[src/rtl/dmc_decode_adaptive.sv]
// dmc_decode_adaptive: DMC edge-interval decoder with adaptive short/long
// threshold, code-violation and range checking, idle-timeout frame end and
// a valid/ready bit output stream.
// Optional statistics counters: define DMC_DEC_STATS_EN.
module dmc_decode_adaptive #(
    parameter int DATA_W       = 6,
    parameter int AVG_LOG2     = 3,
    parameter int TIMEOUT_W    = 8,
    parameter int IDLE_TIMEOUT = 64
`ifdef DMC_DEC_STATS_EN
    ,
    parameter int STAT_W       = 16
`endif
) (
    input  logic              clk_i,
    input  logic              reset,
    input  logic              enable,
    input  logic              adapt_en,
    input  logic [DATA_W-1:0] cfg_thr,
    input  logic [DATA_W-1:0] cfg_min,
    input  logic [DATA_W-1:0] cfg_max,
    input  logic [DATA_W:0]   cfg_margin,
    input  logic [DATA_W-1:0] tdc_data,
    input  logic              tdc_valid,
    output logic              tdc_ready,
    output logic              bit_data,
    output logic              bit_valid,
    input  logic              bit_ready,
    output logic              frame_active,
    output logic              frame_done,
    output logic              code_err,
    output logic [DATA_W-1:0] thr_cur
`ifdef DMC_DEC_STATS_EN
    ,
    input  logic              stat_clr,
    output logic [STAT_W-1:0] stat_bits,
    output logic [STAT_W-1:0] stat_errs
`endif
);

    // Handshake: a sample moves when tdc_valid && tdc_ready; a bit moves when
    // bit_valid && bit_ready, and bit_valid/bit_data hold until it does.

    localparam int ACC_W = DATA_W + AVG_LOG2;
    localparam int WIN_N = 1 << AVG_LOG2;

    typedef enum logic [1:0] {ST_IDLE, ST_BIT, ST_HALF, ST_FLUSH} state_t;

    state_t                state_q, state_d;
    logic                  bit_valid_q, bit_valid_d;
    logic                  bit_data_q, bit_data_d;
    logic                  code_err_q, code_err_d;
    logic                  frame_done_q, frame_done_d;
    logic [TIMEOUT_W-1:0]  idle_cnt_q, idle_cnt_d;
    logic [DATA_W-1:0]     thr_q, thr_d;
    logic [ACC_W-1:0]      acc_q, acc_d;
    logic [AVG_LOG2:0]     win_q, win_d;
    logic                  init_q, init_d;

    logic                  accept, range_err, is_long;
    logic [DATA_W-1:0]     avg, avg_q4, thr_new;
    logic signed [DATA_W+1:0] thr_sum;

    // init_q keeps the input side closed until cfg_thr has been loaded
    assign tdc_ready    = enable && init_q && (!bit_valid_q || bit_ready) && (state_q != ST_FLUSH);
    assign accept       = tdc_valid && tdc_ready;
    assign range_err    = (tdc_data < cfg_min) || (tdc_data > cfg_max);
    assign is_long      = tdc_data > thr_q;
    assign bit_valid    = bit_valid_q;
    assign bit_data     = bit_data_q;
    assign code_err     = code_err_q;
    assign frame_done   = frame_done_q;
    assign frame_active = (state_q != ST_IDLE);
    assign thr_cur      = thr_q;

    // Decoder FSM: next state, bit emission, error/frame pulses, idle timer
    always_comb begin
        state_d      = state_q;
        bit_valid_d  = bit_valid_q;
        bit_data_d   = bit_data_q;
        code_err_d   = 1'b0;
        frame_done_d = 1'b0;
        idle_cnt_d   = idle_cnt_q;
        if (bit_valid_q && bit_ready) bit_valid_d = 1'b0;
        if (accept && range_err) code_err_d = 1'b1;
        case (state_q)
            ST_IDLE: begin
                idle_cnt_d = '0;
                if (accept && !range_err) begin
                    if (is_long) begin
                        bit_valid_d = 1'b1;
                        bit_data_d  = 1'b1;
                        state_d     = ST_BIT;
                    end else begin
                        state_d = ST_HALF;
                    end
                end
            end
            ST_BIT, ST_HALF: begin
                if (!enable) begin
                    // enable loss wins over a same-cycle timeout
                    state_d    = ST_FLUSH;
                    idle_cnt_d = '0;
                end else if (accept) begin
                    idle_cnt_d = '0;
                    if (!range_err) begin
                        if (state_q == ST_BIT) begin
                            if (is_long) begin
                                bit_valid_d = 1'b1;
                                bit_data_d  = 1'b1;
                            end else begin
                                state_d = ST_HALF;
                            end
                        end else begin
                            state_d = ST_BIT;
                            if (is_long) begin
                                // long after a half-bit: violation, resync
                                code_err_d = 1'b1;
                            end else begin
                                bit_valid_d = 1'b1;
                                bit_data_d  = 1'b0;
                            end
                        end
                    end
                end else begin
                    idle_cnt_d = idle_cnt_q + TIMEOUT_W'(1);
                    if (idle_cnt_d == TIMEOUT_W'(IDLE_TIMEOUT)) begin
                        state_d    = ST_FLUSH;
                        idle_cnt_d = '0;
                    end
                end
            end
            ST_FLUSH: begin
                idle_cnt_d = '0;
                if (!bit_valid_q) begin
                    frame_done_d = 1'b1;
                    state_d      = ST_IDLE;
                end
            end
            default: state_d = ST_IDLE;
        endcase
    end

    // Adaptive threshold: average a window of long samples, apply 3/4 + margin
    always_comb begin
        avg     = acc_q[ACC_W-1:AVG_LOG2];
        avg_q4  = avg >> 2;
        thr_sum = $signed({2'b00, avg}) - $signed({2'b00, avg_q4})
                + $signed({cfg_margin[DATA_W], cfg_margin});
        if (thr_sum[DATA_W+1])   thr_new = '0;
        else if (thr_sum[DATA_W]) thr_new = '1;
        else                     thr_new = thr_sum[DATA_W-1:0];

        thr_d  = thr_q;
        acc_d  = acc_q;
        win_d  = win_q;
        init_d = 1'b1;
        if (!adapt_en || !init_q) begin
            thr_d = cfg_thr;
            acc_d = '0;
            win_d = '0;
        end else begin
            // a full window updates thr one cycle after its last sample
            if (win_q == (AVG_LOG2+1)'(WIN_N)) begin
                thr_d = thr_new;
                acc_d = '0;
                win_d = '0;
            end
            if (accept && !range_err && is_long) begin
                acc_d = acc_d + ACC_W'(tdc_data);
                win_d = win_d + (AVG_LOG2+1)'(1);
            end
        end
    end

    // State and datapath registers
    always_ff @(posedge clk_i or posedge reset) begin
        if (reset) begin
            state_q      <= ST_IDLE;
            bit_valid_q  <= 1'b0;
            bit_data_q   <= 1'b0;
            code_err_q   <= 1'b0;
            frame_done_q <= 1'b0;
            idle_cnt_q   <= '0;
            thr_q        <= '0;
            acc_q        <= '0;
            win_q        <= '0;
            init_q       <= 1'b0;
        end else begin
            state_q      <= state_d;
            bit_valid_q  <= bit_valid_d;
            bit_data_q   <= bit_data_d;
            code_err_q   <= code_err_d;
            frame_done_q <= frame_done_d;
            idle_cnt_q   <= idle_cnt_d;
            thr_q        <= thr_d;
            acc_q        <= acc_d;
            win_q        <= win_d;
            init_q       <= init_d;
        end
    end

`ifdef DMC_DEC_STATS_EN
    logic [STAT_W-1:0] stat_bits_q, stat_bits_d;
    logic [STAT_W-1:0] stat_errs_q, stat_errs_d;

    assign stat_bits = stat_bits_q;
    assign stat_errs = stat_errs_q;

    // Saturating counters of delivered bits and error pulses; clear wins
    always_comb begin
        stat_bits_d = stat_bits_q;
        stat_errs_d = stat_errs_q;
        if (stat_clr) begin
            stat_bits_d = '0;
            stat_errs_d = '0;
        end else begin
            if (bit_valid_q && bit_ready && !(&stat_bits_q))
                stat_bits_d = stat_bits_q + STAT_W'(1);
            if (code_err_q && !(&stat_errs_q))
                stat_errs_d = stat_errs_q + STAT_W'(1);
        end
    end

    // Statistics registers
    always_ff @(posedge clk_i or posedge reset) begin
        if (reset) begin
            stat_bits_q <= '0;
            stat_errs_q <= '0;
        end else begin
            stat_bits_q <= stat_bits_d;
            stat_errs_q <= stat_errs_d;
        end
    end
`endif

endmodule

[config.mk]
export PLATFORM = sky130hd
export DESIGN_NAME = dmc_decode_adaptive
export DESIGN_NICKNAME = d
export VERILOG_FILES = /design/src/rtl/dmc_decode_adaptive.sv
export SDC_FILE = /design/constraint.sdc
export NUM_CORES = 1
export LEC_CHECK = 0
export BUFFER_PORTS_ARGS = -buffer_cell sky130_fd_sc_hd__buf_2
export CORE_MARGIN = 1
export CORE_UTILIZATION = 51
export CTS_CLUSTER_SIZE = 40
export DETAILED_ROUTE_END_ITERATION = 10
export GPL_TIMING_DRIVEN = 0
export PLACE_DENSITY = 0.76
export SETUP_SLACK_MARGIN = 0.5
export SKIP_CTS_REPAIR_TIMING = 1
export SYNTH_ARGS = -nofsm -noshare
export SYNTH_HDL_FRONTEND = slang
export SYNTH_SLANG_ARGS = --single-unit
[constraint.sdc]
create_clock -name clk_i -period 2.82 [get_ports clk_i]
set_input_delay 0.564 -clock clk_i [delete_from_list [all_inputs] [get_ports clk_i]]
set_output_delay 0.564 -clock clk_i [all_outputs]
set_load 0.02 [all_outputs]
==> results of run 1 <==
-- flip-flops by register name, summed over array words and instances, names as in the netlist --
name,cells
win_q,4
acc_q,9
frame_done,1
idle_cnt_q,8
init_q,1
bit_valid,1
bit_data,1
state_q,2
thr_cur,6
code_err,1
-- worst paths after layout --
check                                    startpoint                       to  slack, ps  depth (start not counted)
worst max-delay path             acc_q[3]$_DFF_PP0_   thr_cur[5]$_DFFE_PP0P_         50                         11
worst min-delay path                          reset  idle_cnt_q[4]$_DFF_PP0_        380                          2
worst max register to register   acc_q[3]$_DFF_PP0_   thr_cur[5]$_DFFE_PP0P_         50                         11
worst min register to register  bit_valid$_DFF_PP0_     frame_done$_DFF_PP0_        480                          1
max in group asynchronous                     reset       acc_q[6]$_DFF_PP0_       1910                          2
min in group clk_i              bit_valid$_DFF_PP0_     frame_done$_DFF_PP0_        480                          1
-- layout make-up --
type | instances | area (um^2)
Inverter | 39 | 148.9
Fill cell | 409 | 1540
Tap cell | 72 | 90.09
Clock inverter | 2 | 10.01
Sequential cell | 34 | 852.1
Multi-Input combinational cell | 258 | 2286
Clock buffer | 6 | 72.57
Timing Repair Buffer | 72 | 437.9
Buffer | 6 | 35.03
-- metal layers --
metal  vias to the layer above  routed length (um)
li1                       1351                   -
met1                      1342                3232
met2                        91                3767
met3                        11                 324
met4                         0                 121
met5                         -                   0
-- through the flow --
step | hold WS, ps | cell area (um^2)
CTS | 488.9 | 3452
detailed placement | 480.6 | 3369
global route | 458.5 | 3933
global placement | 475.7 | 3369
finish | 382.3 | 3933
floorplan | 470.0 | 3039
-- cells in the final DEF (no fill, tap or decap), types with 3 or more instances in the layout --
| master | instances |
|---|---|
| sky130_fd_sc_hd__buf_2 | 48 |
| sky130_fd_sc_hd__dfrtp_1 | 33 |
| sky130_fd_sc_hd__nand2_1 | 31 |
| sky130_fd_sc_hd__inv_1 | 30 |
| sky130_fd_sc_hd__buf_4 | 23 |
| sky130_fd_sc_hd__ha_1 | 22 |
| sky130_fd_sc_hd__nor2_1 | 20 |
| sky130_fd_sc_hd__a21oi_1 | 17 |
| sky130_fd_sc_hd__ha_4 | 15 |
| sky130_fd_sc_hd__nand3_1 | 12 |
| sky130_fd_sc_hd__a21oi_2 | 11 |
| sky130_fd_sc_hd__xor2_1 | 9 |
| sky130_fd_sc_hd__inv_2 | 8 |
| sky130_fd_sc_hd__o21ai_0 | 7 |
| sky130_fd_sc_hd__xnor2_1 | 7 |
| sky130_fd_sc_hd__a21o_1 | 6 |
| sky130_fd_sc_hd__nand2b_1 | 6 |
| sky130_fd_sc_hd__o21ai_1 | 5 |
| sky130_fd_sc_hd__nand4_1 | 5 |
| sky130_fd_sc_hd__clkbuf_8 | 5 |
| sky130_fd_sc_hd__and2_4 | 4 |
| sky130_fd_sc_hd__nor2b_1 | 4 |
| sky130_fd_sc_hd__ha_2 | 4 |
| sky130_fd_sc_hd__buf_6 | 4 |
| sky130_fd_sc_hd__a211oi_2 | 3 |
| sky130_fd_sc_hd__a211o_1 | 3 |
| sky130_fd_sc_hd__clkbuf_1 | 3 |
| sky130_fd_sc_hd__o21bai_1 | 3 |
| sky130_fd_sc_hd__fa_2 | 3 |
-- cell families (layout without fill, tap and decap cells) --
logic type / count (synthesis) / in the layout
adder cells (fa/ha/maj): 44 / 44
flip-flops: 34 / 34
buffers and inverters: 45 / 125
other: 1 / 1
multiplexers: 1 / 1
AND/OR/NAND/NOR: 108 / 108
XOR/XNOR: 17 / 17
AO/OA/AOI/OAI: 87 / 87
-- power breakdown --
part	internal, mW	switching, mW
Clock	0.171	0.188
Sequential	0.534	0.0418
Combinational	0.283	0.363
Total	0.989	0.593
==> reports/qor.txt, run 1 <==
Most Crowded Layer GR: met2
worst clock skew: 8.754 ps
TritonCTS clock tree: yes
Nets: 497
dominant combinational cell family by area after synthesis: compound AO/OA/AOI/OAI gates
post-synthesis adder-cell area fraction: 19.80%
IO Count: 49
share of the synthesized area in compound gates (AO/OA/AOI/OAI): 20.15%
1st-pass router iterations: 5
class of the worst hold path: in -> async
number of antenna violations at the first check in global routing: 0
post-synthesis simple-gate area fraction: 19.15%
Starting Density: 52.88%
Final Max Slew Viols: 0
number of violations of the max-capacitance limit: 0
endpoint required time on the critical path: 3000 ps
cell family with most CP delay: compound AO/OA/AOI/OAI gates
Skew-Pair Late Insertion Delay: 290 ps
via count of the first global-routing pass: 2486
Sum Neg Setup Slack: 0 ps
most numerous cell in the Yosys netlist: sky130_fd_sc_hd__ha_1
top-area cell type share of the netlist area: 29.40%
drt first-iter violations: 145
max incr delay on CP: 540 ps
XOR/XNOR share of the synthesized area: 5.145%
Cell Count, Final, Fillers Out: 489
pwr dens: 402.2 nW/um^2
cells traversed along the worst timing path: inv_1 > ha_2 > fa_2 > inv_2 > ha_4 > a21o_1 > a21oi_2 > o21ai_1 > o211a_4 > o31a_1 > a221o_1
clock period minus worst slack: 2770 ps
synthesis-stage register bit count: 34
Routed WL per cell: 15.23 um
worst slack after detailed placement: -177.1 ps
fraction of met2 tracks used by global routing: 39.47%
number of I/O port buffers: 48
count of H-tree levels built during CTS: 2
portion of netlist area occupied by mux cells: 0.3459%
Placed Instances: 457
DRT Wirelength: 7446 um
first-pass GRT wire length: 11260 um
EDFF count, synth: 0
data arrival time of the worst path: 2950 ps
Setup-failing EPs final: 0
CTS Root Buffer Type: sky130_fd_sc_hd__clkbuf_8
Syn. warnings: 0
leakage: 1.825 nW
most frequent cells after synthesis: 41 x sky130_fd_sc_hd__ha_1, 39 x sky130_fd_sc_hd__inv_1, 34 x sky130_fd_sc_hd__dfrtp_1
number of cells produced by synthesis: 337
most frequently used flop master after synthesis: sky130_fd_sc_hd__dfrtp_1
Via-to-Cell Ratio: 5.716
area of the placeable core: 5473 um^2
share of synthesized area occupied by flip-flops and latches: 29.40%
synth unique cells: 58
crit share post-route: 98.23%
maximum clock rate: 361.0 MHz
synth-to-layout area growth: 35.88%
RePlAce Congestion: 0.8166
share of flip-flops with an asynchronous set or reset: 100.0%
average size of a mapped cell: 8.588 um^2
share of the core filled with cells: 71.86%
top cell type by total area after synthesis: sky130_fd_sc_hd__dfrtp_1
number of sinks on the clock net: 34
category of the worst setup path launch point: flop
critical path fanouts, max: 3
die extent in y: 77.33 um
share of final-layout standard cells stronger than drive strength 1: 38.85%
worst voltage drop across the vdd grid: 0.2894 mV
total CTS buffers: 5
synthesized net count: 418
type of the worst setup path: reg -> reg
Relative slew margins: 51.29%
maximum number of pins on one net before global-route repair: 35
sum of net half-perimeters after detailed placement: 5130 um
RSZ-0062 raised after global routing: true
met3 global-route usage: 3.882%
pin slew with the least headroom to its limit: 729.6 ps
Bufs and invs on worst path: 2
clock transition at the registers of the reported paths: 80 ps
maximum root-to-sink buffer count: 2
antenna diode instance count: 0
Die Wd: 77.33 um
post-layout worst setup margin: 49.91 ps
met1 Track Usage GR: 31.09%
total routing resource utilization after global routing: 23.67%
final count of hold timing violations: 0
via total after detailed routing: 2795
number of nets still failing antenna checks after routing: 0
CP endpoint kind: flop
Post-Syn Area: 2894 um^2
outcome: finished, final reports clean
total global routing overflow: 0
CP max stage cell: sky130_fd_sc_hd__fa_2
dominant cells by area after synthesis: sky130_fd_sc_hd__dfrtp_1 29%, sky130_fd_sc_hd__ha_1 18%, sky130_fd_sc_hd__inv_1 5.1%, sky130_fd_sc_hd__a21oi_1 5.0%, sky130_fd_sc_hd__nand2_1 4.0%
DRC violation count after routing: 0
Rows: 27
post-layout power: 1.582 mW
full die area: 5980 um^2
Note: power is estimated with default switching activity, not from simulation.
==> inputs of run 2 (changes only) <==
Settings changed: BUFFER_PORTS_ARGS -buffer_cell sky130_fd_sc_hd__buf_2 to not set, DONT_BUFFER_PORTS set to 1, GPL_TIMING_DRIVEN 0 to not set, PLACE_DENSITY 0.76 to 0.69, REMOVE_ABC_BUFFERS set to 1.
==> run 2 against run 1 <==
  * Total power is 6.7% lower
  * First-iteration DRC count is 61% lower
  * Maximum frequency is 1.8% higher
  * Largest power group is now sequential cells
  * Highest routed layer unchanged
==> reports/qor.txt, run 2 (synthesis results as in run 1) <==
number of sinks on the clock net: 34 (unchanged)
Rows: 27 (unchanged)
class of the worst hold path: in -> async
pwr dens: 416.1 nW/um^2 (+3.5%)
IO Count: 49 (unchanged)
most common library cell in the layout ignoring fill and taps: sky130_fd_sc_hd__inv_1
endpoint required time on the critical path: 3030 ps (+30 ps)
synth-to-layout area growth: 22.48%
RSZ-0062 raised after global routing: true
sum of net half-perimeters after detailed placement: 4819 um (-6.1%)
maximum number of pins on one net before global-route repair: 26 (-26%)
via count of the first global-routing pass: 2287 (-8.0%)
number of violations of the max-capacitance limit: 0 (unchanged)
number of nets still failing antenna checks after routing: 0 (unchanged)
worst hold-check slack: 128.9 ps (-253.4 ps)
total global routing overflow: 0 (unchanged)
cells traversed along the worst timing path: ha_2 > fa_2 > inv_2 > fa_2 > a21oi_4 > o21bai_4 > a211o_1 > o311ai_4 > buf_6 > nor2_2 > o22ai_1
CP endpoint kind: flop
Via-to-Cell Ratio: 5.636 (-1.4%)
clock period minus worst slack: 2722 ps (-48.30 ps)
RePlAce Congestion: 0.8572 (+5.0%)
Final Max Slew Viols: 0 (unchanged)
share of final-layout standard cells stronger than drive strength 1: 25.34% (-14 points)
number of antenna violations at the first check in global routing: 0 (unchanged)
switching power summed over all nets: 0.5552 mW (-6.4%)
clock transition at the registers of the reported paths: 70 ps (about the same)
number of I/O port buffers: 0 (-100%)
1st-pass router iterations: 4 (-1)
final count of hold timing violations: 0 (unchanged)
Placed Instances: 421 (-7.9%)
area post-placement: 3095 um^2 (-8.1%)
Skew-Pair Late Insertion Delay: 290 ps (about the same)
Biggest register: acc_q
max incr delay on CP: 530 ps (about the same)
type of the worst setup path: reg -> reg
Die Wd: 77.33 um (unchanged)
Routed WL per cell: 15.16 um (-0.43%)
data arrival time of the worst path: 2930 ps (-20 ps)
area of the placeable core: 5473 um^2 (unchanged)
via total after detailed routing: 2474 (-11%)
leakage: 1.632 nW (-11%)
Setup-failing EPs final: 0 (unchanged)
Cell Count, Final, Fillers Out: 439 (-10%)
antenna diode instance count: 0 (unchanged)
maximum root-to-sink buffer count: 2 (unchanged)
CP max stage cell: sky130_fd_sc_hd__fa_2
outcome: finished, final reports clean
category of the worst setup path launch point: flop
fill cell count: 467 (+14%)
critical path fanouts, max: 5 (+2)
cell occurring most often along the worst timing path: sky130_fd_sc_hd__fa_2
worst clock skew: 7.420 ps (-1.335 ps)
clock network fraction of total power: 24.1% (+1.4 points)
portion of total power attributed to sequential cells: 40.2% (+3.8 points)
TritonCTS clock tree: yes
count of H-tree levels built during CTS: 2 (unchanged)
drt first-iter violations: 56 (-61%)
maximum clock rate: 367.4 MHz (+1.8%)
Nets: 448 (-9.9%)
share of total power consumed by net switching: 37.64% (+0.15 points)
total routing resource utilization after global routing: 21.62% (-2.1 points)
DRC violation count after routing: 0 (unchanged)
worst voltage drop across the vdd grid: 0.2741 mV (-5.3%)
Largest register FFs: 9 (unchanged)
cell area after layout: 3545 um^2 (-9.9%)
total internal power: 0.9199 mW (-7.0%)
crit share post-route: 96.52% (-1.7 points)
share of the core filled with cells: 64.77% (-7.1 points)
full die area: 5980 um^2 (unchanged)
first-pass GRT wire length: 10250 um (-9.0%)
DRT Wirelength: 6656 um (-11%)
commonest cells after routing, fill and taps aside: 37 x sky130_fd_sc_hd__inv_1, 33 x sky130_fd_sc_hd__dfrtp_1, 31 x sky130_fd_sc_hd__nand2_1, 31 x sky130_fd_sc_hd__ha_1, 26 x sky130_fd_sc_hd__buf_4
share of power burned in combinational logic: 35.7% (-5.2 points)
die extent in y: 77.33 um (unchanged)
total CTS buffers: 5 (unchanged)
Starting Density: 52.88% (unchanged)
CTS Root Buffer Type: sky130_fd_sc_hd__clkbuf_8
## run 2: changes by cell type in the layout (fill, tap and decap cells not counted), sizes merged
| cell | before | now |
|---|---|---|
| clkbuf | 9 | 5 |
| buf | 75 | 29 |
## run 2: area by class of cell
class / instances / area, um^2 / share of cell area, %
multi-input cells: 258 / 2148 / 60.61
flip-flops and latches: 34 / 852.1 / 24.04
repair buffers: 29 / 229.0 / 6.460
inverters: 39 / 146.4 / 4.130
well taps: 72 / 90.09 / 2.541
clock buffers: 5 / 68.82 / 1.941
clock inverters: 2 / 10.01 / 0.2824
## run 2: stage by stage
stage          setup WS [ps]  setup TNS [ps]  total power [mW]
5_1_grt               -7.412          -7.412             1.579
6_report               98.21               0             1.475
2_1_floorplan         -133.1          -416.8            0.9808
3_5_place_dp          -87.94          -329.3             1.094
3_3_place_gp          -14.31          -28.00             1.082
4_1_cts               -110.8          -453.1             1.452
## run 2: worst paths after layout
| path | start | to | slack (ps) | cells past startpoint |
|---|---|---|---|---|
| max | acc_q[5]$_DFF_PP0_ | thr_cur[4]$_DFFE_PP0P_ | 100 | 11 |
| min | reset | acc_q[6]$_DFF_PP0_ | 130 | 1 |
| max reg2reg | acc_q[5]$_DFF_PP0_ | thr_cur[4]$_DFFE_PP0P_ | 100 | 11 |
| min reg2reg | idle_cnt_q[0]$_DFF_PP0_ | idle_cnt_q[0]$_DFF_PP0_ | 500 | 1 |
| max in group asynchronous | reset | thr_cur[2]$_DFFE_PP0P_ | 1990 | 2 |
| min in group clk_i | cfg_thr[1] | thr_cur[1]$_DFFE_PP0P_ | 400 | 2 |
## run 2: per-layer routing
layer | vias to the layer above | global-route usage (%) | part of all wire, %
met3 | 6 | 3.529 | 2.8
li1 | 1247 | - | -
met4 | 0 | 6.226 | 0.90
met1 | 1184 | 28.38 | 48
met5 | - | 0 | 0
met2 | 37 | 36.55 | 49
## run 2: power by group through the flow
| stage | logic (mW) | clock network [mW] | registers [mW] |
|---|---|---|---|
| final | 0.526 | 0.356 | 0.593 |
| after global routing | 0.595 | 0.385 | 0.599 |
| after CTS | 0.496 | 0.363 | 0.593 |
| after detailed placement | 0.491 | 0 | 0.603 |
| after global placement | 0.481 | 0 | 0.601 |
| after floorplan | 0.383 | 0 | 0.598 |
## run 2: worst max-delay path, delay by kind of cell (launching register included)
family | cells | cell delay [ps]
AO/OA/AOI/OAI | 5 | 820
buffers and inverters | 2 | 250
adder cells (fa/ha/maj) | 3 | 1110
AND/OR/NAND/NOR | 1 | 50
flip-flops | 1 | 400
